### config.mk
export PLATFORM = sky130hd
export DESIGN_NAME = score_display
export DESIGN_NICKNAME = d
export VERILOG_FILES = /design/src/rtl/score_display.sv
export SDC_FILE = /design/constraint.sdc
export NUM_CORES = 1
export LEC_CHECK = 0
export BUFFER_PORTS_ARGS = -buffer_cell sky130_fd_sc_hd__buf_4
export CORE_UTILIZATION = 53
export DETAILED_ROUTE_END_ITERATION = 16
export GPL_TIMING_DRIVEN = 0
export PLACE_DENSITY = 0.88
export SKIP_LAST_GASP = 1
export SYNTH_ARGS = -nofsm -noshare
export SYNTH_HDL_FRONTEND = slang
export SYNTH_SLANG_ARGS = --single-unit
### constraint.sdc
create_clock -name clk -period 2.65 [get_ports clk]
set_clock_uncertainty 0.15 [all_clocks]
set_input_delay 0.3975 -clock clk [delete_from_list [all_inputs] [get_ports clk]]
set_output_delay 0.3975 -clock clk [all_outputs]
set_load 0.02 [all_outputs]
### src/rtl/score_display.sv
// score_display: BCD score/high-score keeper with 7-segment glyph renderer.
// Ports: clk, rst (async, active-high); score_inc, score_clr, game_over pulses;
//   show_hi selects the displayed value; frame_tick drives the optional flash timer;
//   i_hpos/i_vpos pixel position; o_score/o_hi_score BCD values; o_color registered pixel.
// Optional macro SCORE_FLASH_EN: blink the score for 64 frames after each 100 crossing.
module score_display #(
    parameter int DIGITS      = 5,
    parameter int CONV        = 0,
    parameter int X_ORIGIN    = 0,
    parameter int Y_ORIGIN    = 1,
    parameter int DIGIT_PITCH = 5
) (
    input  logic                  clk,
    input  logic                  rst,
    input  logic                  score_inc,
    input  logic                  score_clr,
    input  logic                  game_over,
    input  logic                  show_hi,
    input  logic                  frame_tick,
    input  logic [9-CONV:0]       i_hpos,
    input  logic [9-CONV:0]       i_vpos,
    output logic [4*DIGITS-1:0]   o_score,
    output logic [4*DIGITS-1:0]   o_hi_score,
    output logic                  o_color
);

    localparam int W = 10 - CONV;

    logic [4*DIGITS-1:0] score_q;
    logic [4*DIGITS-1:0] hi_q;
    logic [4*DIGITS-1:0] score_nx;
    logic                all_nine;
    logic                carry;

    // Segment bits: [0]=a [1]=b [2]=c [3]=d [4]=e [5]=f [6]=g
    function automatic logic [6:0] glyph(input logic [3:0] v);
        case (v)
            4'd0:    glyph = 7'h3F;
            4'd1:    glyph = 7'h06;
            4'd2:    glyph = 7'h5B;
            4'd3:    glyph = 7'h4F;
            4'd4:    glyph = 7'h66;
            4'd5:    glyph = 7'h6D;
            4'd6:    glyph = 7'h7D;
            4'd7:    glyph = 7'h07;
            4'd8:    glyph = 7'h7F;
            4'd9:    glyph = 7'h67;
            default: glyph = 7'h00;
        endcase
    endfunction

    function automatic logic seg_on(input logic [6:0] s,
                                    input logic [1:0] x,
                                    input logic [2:0] y);
        seg_on = (s[0] && y == 3'd0)
              || (s[1] && y < 3'd3 && x == 2'd3)
              || (s[2] && y > 3'd3 && x == 2'd3)
              || (s[3] && y == 3'd6)
              || (s[4] && y > 3'd3 && x == 2'd0)
              || (s[5] && y < 3'd3 && x == 2'd0)
              || (s[6] && y == 3'd3);
    endfunction

    // Ripple BCD increment; all_nine flags the saturation point.
    always_comb begin
        score_nx = score_q;
        carry    = 1'b1;
        all_nine = 1'b1;
        for (int i = 0; i < DIGITS; i++) begin
            if (score_q[4*i +: 4] != 4'd9) all_nine = 1'b0;
            if (carry) begin
                if (score_q[4*i +: 4] == 4'd9) begin
                    score_nx[4*i +: 4] = 4'd0;
                end else begin
                    score_nx[4*i +: 4] = score_q[4*i +: 4] + 4'd1;
                    carry = 1'b0;
                end
            end
        end
    end

    always_ff @(posedge clk or posedge rst) begin
        if (rst) begin
            score_q <= '0;
            hi_q    <= '0;
        end else begin
            if (score_clr)
                score_q <= '0;
            else if (score_inc && !all_nine)
                score_q <= score_nx;
            // Compares against the value before this cycle's inc/clr.
            if (game_over && score_q > hi_q)
                hi_q <= score_q;
        end
    end

    assign o_score    = score_q;
    assign o_hi_score = hi_q;

    logic                blank;

`ifdef SCORE_FLASH_EN
    logic       flash_on;
    logic [5:0] flash_cnt;
    logic       cross;

    // Low two digits at 99 means this increment carries into the hundreds.
    assign cross = score_inc && !score_clr && !all_nine
                && score_q[7:0] == 8'h99;

    always_ff @(posedge clk or posedge rst) begin
        if (rst) begin
            flash_on  <= 1'b0;
            flash_cnt <= '0;
        end else if (score_clr) begin
            flash_on  <= 1'b0;
            flash_cnt <= '0;
        end else if (cross) begin
            flash_on  <= 1'b1;
            flash_cnt <= '0;
        end else if (flash_on && frame_tick) begin
            flash_cnt <= flash_cnt + 6'd1;
            if (flash_cnt == 6'd63) flash_on <= 1'b0;
        end
    end

    assign blank = flash_on && flash_cnt[3] && !show_hi;
`else
    logic unused_frame_tick;
    assign unused_frame_tick = frame_tick;
    assign blank = 1'b0;
`endif

    logic [4*DIGITS-1:0] disp;
    logic [W-1:0]        lx;
    logic [W-1:0]        ly;
    logic [3:0]          dig;
    logic                lead;
    logic                pix;

    always_comb begin
        disp = show_hi ? hi_q : score_q;
        ly   = i_vpos - W'(Y_ORIGIN);
        lx   = '0;
        dig  = '0;
        lead = 1'b1;
        pix  = 1'b0;
        for (int d = 0; d < DIGITS; d++) begin
            dig = disp[4*(DIGITS-1-d) +: 4];
            // Leading zeros stay dark; the last digit always shows.
            if (dig != 4'd0 || d == DIGITS - 1) lead = 1'b0;
            // Wrapping subtraction pushes left/above pixels out of the box.
            lx = i_hpos - W'(X_ORIGIN + d * DIGIT_PITCH);
            if (!lead && lx < W'(4) && ly < W'(7))
                pix = pix | seg_on(glyph(dig), lx[1:0], ly[2:0]);
        end
    end

    always_ff @(posedge clk or posedge rst) begin
        if (rst) o_color <= 1'b0;
        else     o_color <= pix && !blank;
    end

endmodule

Word-level counts from Yosys, hierarchy flattened
Memory sizes are Yosys's and may differ from the RTL's.
Cells that the tools add are included.
{"block": "classes", "n_addsub": 10, "bitwise": 4, "n_mux": 38, "magnitude_cmp": 9, "n_eq_ne": 17, "mul": 0, "n_shift": 0, "n_div": 0, "n_reduce_logical": 119}
{"cell": "$logic_and 1x1->1", "n": 66}
{"cell": "$lt 10x3->1 const B", "n": 6}
{"cell": "$mux 20", "n": 3}
{"cell": "$mux 4", "n": 9}
{"cell": "$mux 7", "n": 5}
{"cell": "$logic_or 1x1->1", "n": 30}
{"cell": "$mux 1", "n": 21}
{"cell": "$add 4x1->4 const B", "n": 5}
{"cell": "$eq 4x4->1 const B", "n": 5}
{"cell": "$gt 20x20->1", "n": 1}
{"cell": "$ne 4x4->1 const B", "n": 5}
{"cell": "$sub 10x4->10 const B", "n": 2}
{"cell": "$reduce_bool 4->1", "n": 4}
{"cell": "$eq 2x2->1 const B", "n": 5}
{"cell": "$logic_not 2->1", "n": 5}
{"cell": "$reduce_bool 2->1", "n": 5}
{"cell": "$sub 10x1->10 const B", "n": 1}
{"cell": "$sub 10x3->10 const B", "n": 1}
{"cell": "$sub 10x5->10 const B", "n": 1}
{"cell": "$reduce_and 2->1", "n": 4}
{"cell": "$logic_not 1->1", "n": 4}
{"cell": "$or 1x1->1", "n": 4}
{"cell": "$eq 3x2->1 const B", "n": 1}
{"cell": "$eq 3x3->1 const B", "n": 1}
{"cell": "other kinds (3)", "n": 3}
{"block": "word_totals", "romBits": 560, "reg_bits": 41, "mem_count": 5, "latch_bits": 0, "ramBits": 0}
{"name": "(name not given)", "words": 16, "word_bits": 7, "read_ports": 1, "rd_clocked_by_memory_dff": 0, "write_ports": 0, "line_no": "37", "text": "case (v)"}
{"name": "(name not given)", "words": 16, "word_bits": 7, "read_ports": 1, "rd_clocked_by_memory_dff": 0, "write_ports": 0, "line_no": "37"}
{"name": "(name not given)", "words": 16, "word_bits": 7, "read_ports": 1, "rd_clocked_by_memory_dff": 0, "write_ports": 0, "line_no": "37"}
{"name": "(name not given)", "words": 16, "word_bits": 7, "read_ports": 1, "rd_clocked_by_memory_dff": 0, "write_ports": 0, "line_no": "37"}
{"name": "(name not given)", "words": 16, "word_bits": 7, "read_ports": 1, "rd_clocked_by_memory_dff": 0, "write_ports": 0, "line_no": "37"}

Logic depth before layout (Yosys ltp)
{"block": "logic_depth", "word_depth": 24, "depth_mapped": 11, "depth_no_buf": 10}

Worst setup path after synthesis
No wires, ideal clock.
{"block": "synth_timing", "path_type": "in2reg", "startpoint": "in show_hi", "endpoint": "reg o_color", "setup_slack_ps": -212, "setup_ps": 124, "path_buffers": 2, "arrival_time_ps": 2589, "cell_stages": 11, "path_cell_list": "buf_6 > buf_8 > mux2_2 > inv_2 > ha_1 > nand3_1 > or3_1 > nor2_1 > a41oi_1 > a221o_1 > o31a_1"}
{"block": "synth_via", "elab_chain_cells": 20}
{"element": "from (decl)", "line_no": "18", "text": "input logic show_hi,"}
{"element": "$mux 20 (*)", "line_no": "142", "text": "disp = show_hi ? hi_q : score_q;"}
{"element": "$mem_v2 16x7"}
{"element": "$mux 7", "line_no": "154", "text": "if (!lead && lx < W'(4) && ly < W'(7))"}
{"element": "$logic_and 1x1->1 (2 in a row)", "line_no": "56", "text": "|| (s[1] && y < 3'd3 && x == 2'd3)"}
{"element": "$logic_or 1x1->1", "line_no": "56"}
{"element": "$logic_or 1x1->1", "line_no": "57", "text": "|| (s[2] && y > 3'd3 && x == 2'd3)"}
{"element": "$logic_or 1x1->1", "line_no": "58", "text": "|| (s[3] && y == 3'd6)"}
{"element": "$logic_or 1x1->1", "line_no": "59", "text": "|| (s[4] && y > 3'd3 && x == 2'd0)"}
{"element": "[4 not listed]"}
{"element": "$mux 1", "line_no": "154"}
{"element": "$or 1x1->1", "line_no": "155", "text": "pix = pix | seg_on(glyph(dig), lx[1:0], ly[2:0]);"}
{"element": "$mux 1", "line_no": "154"}
{"element": "$or 1x1->1", "line_no": "155"}
{"element": "$mux 1", "line_no": "154"}
{"element": "$or 1x1->1", "line_no": "155"}
{"element": "$mux 1 (*)", "line_no": "154"}
{"element": "net pix", "line_no": "139", "text": "logic pix;"}
{"element": "to (signal assigned)", "line_no": "161", "text": "else o_color <= pix && !blank;"}
{"element": "to (decl)", "line_no": "24", "text": "output logic o_color"}
Mark *: on every way through the listed nets, which the timed path passes. The rest lies on a longest branch. The select of a mux whose other input is x is not followed.
A chain may end at the register's enable or synchronous reset.

Worst setup path in the final report
{"block": "layout_timing", "startpoint": "reg hi_q[19], in the netlist o_hi_score[19]", "endpoint": "reg hi_q[16], in the netlist o_hi_score[16]"}
{"block": "layout_via", "elab_chain_cells": 2}
{"element": "from (decl)", "line_no": "30", "text": "logic [4*DIGITS-1:0] hi_q;"}
{"element": "from (signal assigned)", "line_no": "93", "text": "hi_q <= score_q;"}
{"element": "$gt 20x20->1", "line_no": "92", "text": "if (game_over && score_q > hi_q)"}
{"element": "$logic_and 1x1->1", "line_no": "92"}
No other way between the ends.

==> impl_results.md <==
* Total track usage at 27.8%
* Net Count, Synth at 609
* Register area at a little over 1000 um2
* Delay-heaviest family, CP: compound AO/OA/AOI/OAI gates
* CP max stage cell: dfrtp_1
* Final setup viols at 17
* Row cnt at 33
* Routed via count at ~4600
* Number of max-cap violations at 0
* Maximum number of pins on one net before global-route repair at between 40 and 50
* Average wire per standard cell at around 19 um
* Critical Path Max Stage Delay at about 510 ps
* Layout cells sized above 1 at about 27%
* CP max FO at 10
* Worst vdd ir at between 0.6 and 0.7 mV
* Lkg Pwr at 0.00263 uW
* Drt drc at 0
* Num CTS Buffers at 5
* Routed WL at ~14000 um
* Vias in the first global route at approximately 4200
* Pre-CTS setup slack at -395 ps
* Power density cells at ~760 nW/um2
* Post-route ant nets at 0
* Finished Core Util at about 70%
* Syn Inst Count at 521
* Top achievable clock speed at 0.351 GHz
* Seq pwr share at approximately a quarter
* Yosys warns at 0
* Clk pwr share at 10.4%
* Flops & latches, synth at 41
* Slew Viols, Final at 0
* Final min period at about 2900 ps
* Die span in x at 93.8 um
* WP buf/inv at 2
* Hold crit path type: in2async
* Comb pwr share at approximately 66%
* Starting Density at between 50% and 60%
* Filler cells at roughly 570
* RSZ-0062 raised after global routing: true
* Sw frac at a little under half
* Slew margin rel. at a little over 40%
* Switching power at ~2000 uW
* CP Cell Sequence: inv_1, ha_1, nand4_1, nor2_1, nand2_1, o221ai_1, o221a_4, buf_8, mux2_2
* Vias per std cell at ~6.3
* Die area at approximately 8800 um2
* Crit Path Class: reg2reg
* First-pass GRT wire length at a little under 20000 um
* Post-synthesis cell type count at just under 70
* TritonRoute pass-1 iters at 5
* Most frequent cells in the layout: 90 x buf_4, 57 x ha_1, 37 x nor2_1, 37 x nand2_1, 35 x inv_1
* Violated checks: setup timing
* Die height at between 90 and 100 um
* Clock latency on the worst-skew pair at 310 ps
* Iteration-0 DRC Markers at between 300 and 400
* IO buf count at 64
* Antenna Cells at 0
* Async S/R FF share, synth at 100%
* Final Hold Fails at 0
* Core area at 8180 um2
* Clock-pin slew on the worst setup and hold paths at 90 ps
* HPWL Detailed at a little under 9000 um
* Final Cycle Share at 108%
* Internal at between 2000 and 2500 uW
* Initial antenna violation count at 0
* Final worst slack at -201 ps
* Avg Inst Size Synth at 8.58 um2
* Setup crit end kind: register
* I/O pin cnt at a little under 70
* CTS root buf: clkbuf_8
* Multi-input logic area at 3400 um2
* Seq/Total Area, Yosys at a little under a quarter
* EDFF count, synth at 0
* Layout area overhead at 26.5%
* Layout Nets at 707
* CP Launch Type: register
* Top FF cell, synth: dfrtp_1
* GR Overflow Total at 0
* Most common cell after layout, fill and taps aside: buf_4
* Status: finished, violations left
* CTS tree: yes
* Clk buf depth at 2
* Cell area after synthesis at approximately 4500 um2
* GPL Wtd Cong at between 0.9 and 1
* Post-CTS Hold Buffers at 0
* Num Clock Sinks at between 40 and 50
* Critical path data arrival time at 2890 ps
* Slew @ Worst Pin at approximately 880 ps
* # H-tree levels at 2
* Critical path data required time at around 2700 ps
[routing by layer]
| layer | vias to the layer above | wire [um] | track usage [%] |
|---|---|---|---|
| met5 | - | 0 | 0 |
| met4 | 0 | 536 | 10.5 |
| met3 | 47 | 980 | 2.43 |
| met2 | 258 | 6700 | 48.7 |
| met1 | 2165 | 5370 | 35.3 |
| li1 | 2110 | - | - |
[final cells by class]
class,instances,area share (%)
Timing Repair Buffer,91,12.2
Buffer,17,2.61
Clock buffer,7,1.53
Multi-Input combinational cell,421,60.1
Sequential cell,41,18.4
Tap cell,105,2.32
Inverter,42,2.88
[cells by family after synthesis]
family / synth area share [%]
AO/OA/AOI/OAI: 19.1
flip-flops: 23.0
buffers and inverters: 5.52
adder cells (fa/ha/maj): 17.3
XOR/XNOR: 1.37
multiplexers: 15.8
AND/OR/NAND/NOR: 18.0
[power groups by stage]
stage	registers, uW	logic [uW]	clock network, uW
6_report	1030	2820	445
5_1_grt	1050	3010	473
2_1_floorplan	1140	1450	0
3_5_place_dp	1030	2270	0
4_1_cts	1020	2390	424
3_3_place_gp	1020	2150	0
[worst paths after layout]
path	start	to	slack [ps]	depth (start not counted)
setup / recovery	o_hi_score[19]	o_hi_score[16]	-200	9
min in group clk	score_inc	o_score[0]	250	3
hold reg to reg	o_hi_score[6]	o_hi_score[6]	450	1
setup reg to reg	o_hi_score[19]	o_hi_score[16]	-200	9
max in group asynchronous	rst	o_score[12]	1610	2
hold / removal	rst	o_hi_score[4]	130	2
[registers in the layout, summed over array words and instances, names as in the netlist]
| name | flops |
|---|---|
| o_color | 1 |
| o_score | 20 |
| o_hi_score | 20 |
[synthesized netlist by cell type, types with 14 or more instances]
library cell  count  area, um2
nor2_1           39        146
nand3_1          17       85.1
mux2_1           14        158
ha_1             61        763
inv_1            39        146
o21ai_0          28        140
a21oi_1          29        145
nand2_1          37        139
mux2i_1          25        250
dfrtp_1          41       1030
[metrics by stage]
step,total power (uW),hold WS [ps],TNS [ps],std cells,cell area (um2)
floorplan,2590,404,0,521,4550
global placement,3170,390,-2070,690,5160
detailed placement,3300,392,-3900,690,5160
CTS,3830,166,0,700,5320
global route,4530,187,-3520,724,5650
finish,4300,131,-2630,724,5650
[repair_timing]
| item | in CTS | in global routing |
|---|---|---|
| gates cloned | 0 | 0 |
| pin swaps | 2 | 14 |
| buffers inserted | 3 | 24 |
| gates resized for setup | 20 | 35 |
| endpoints found under the setup margin | 22 | 20 |
No activity file was read; power rests on OpenSTA's default activity.
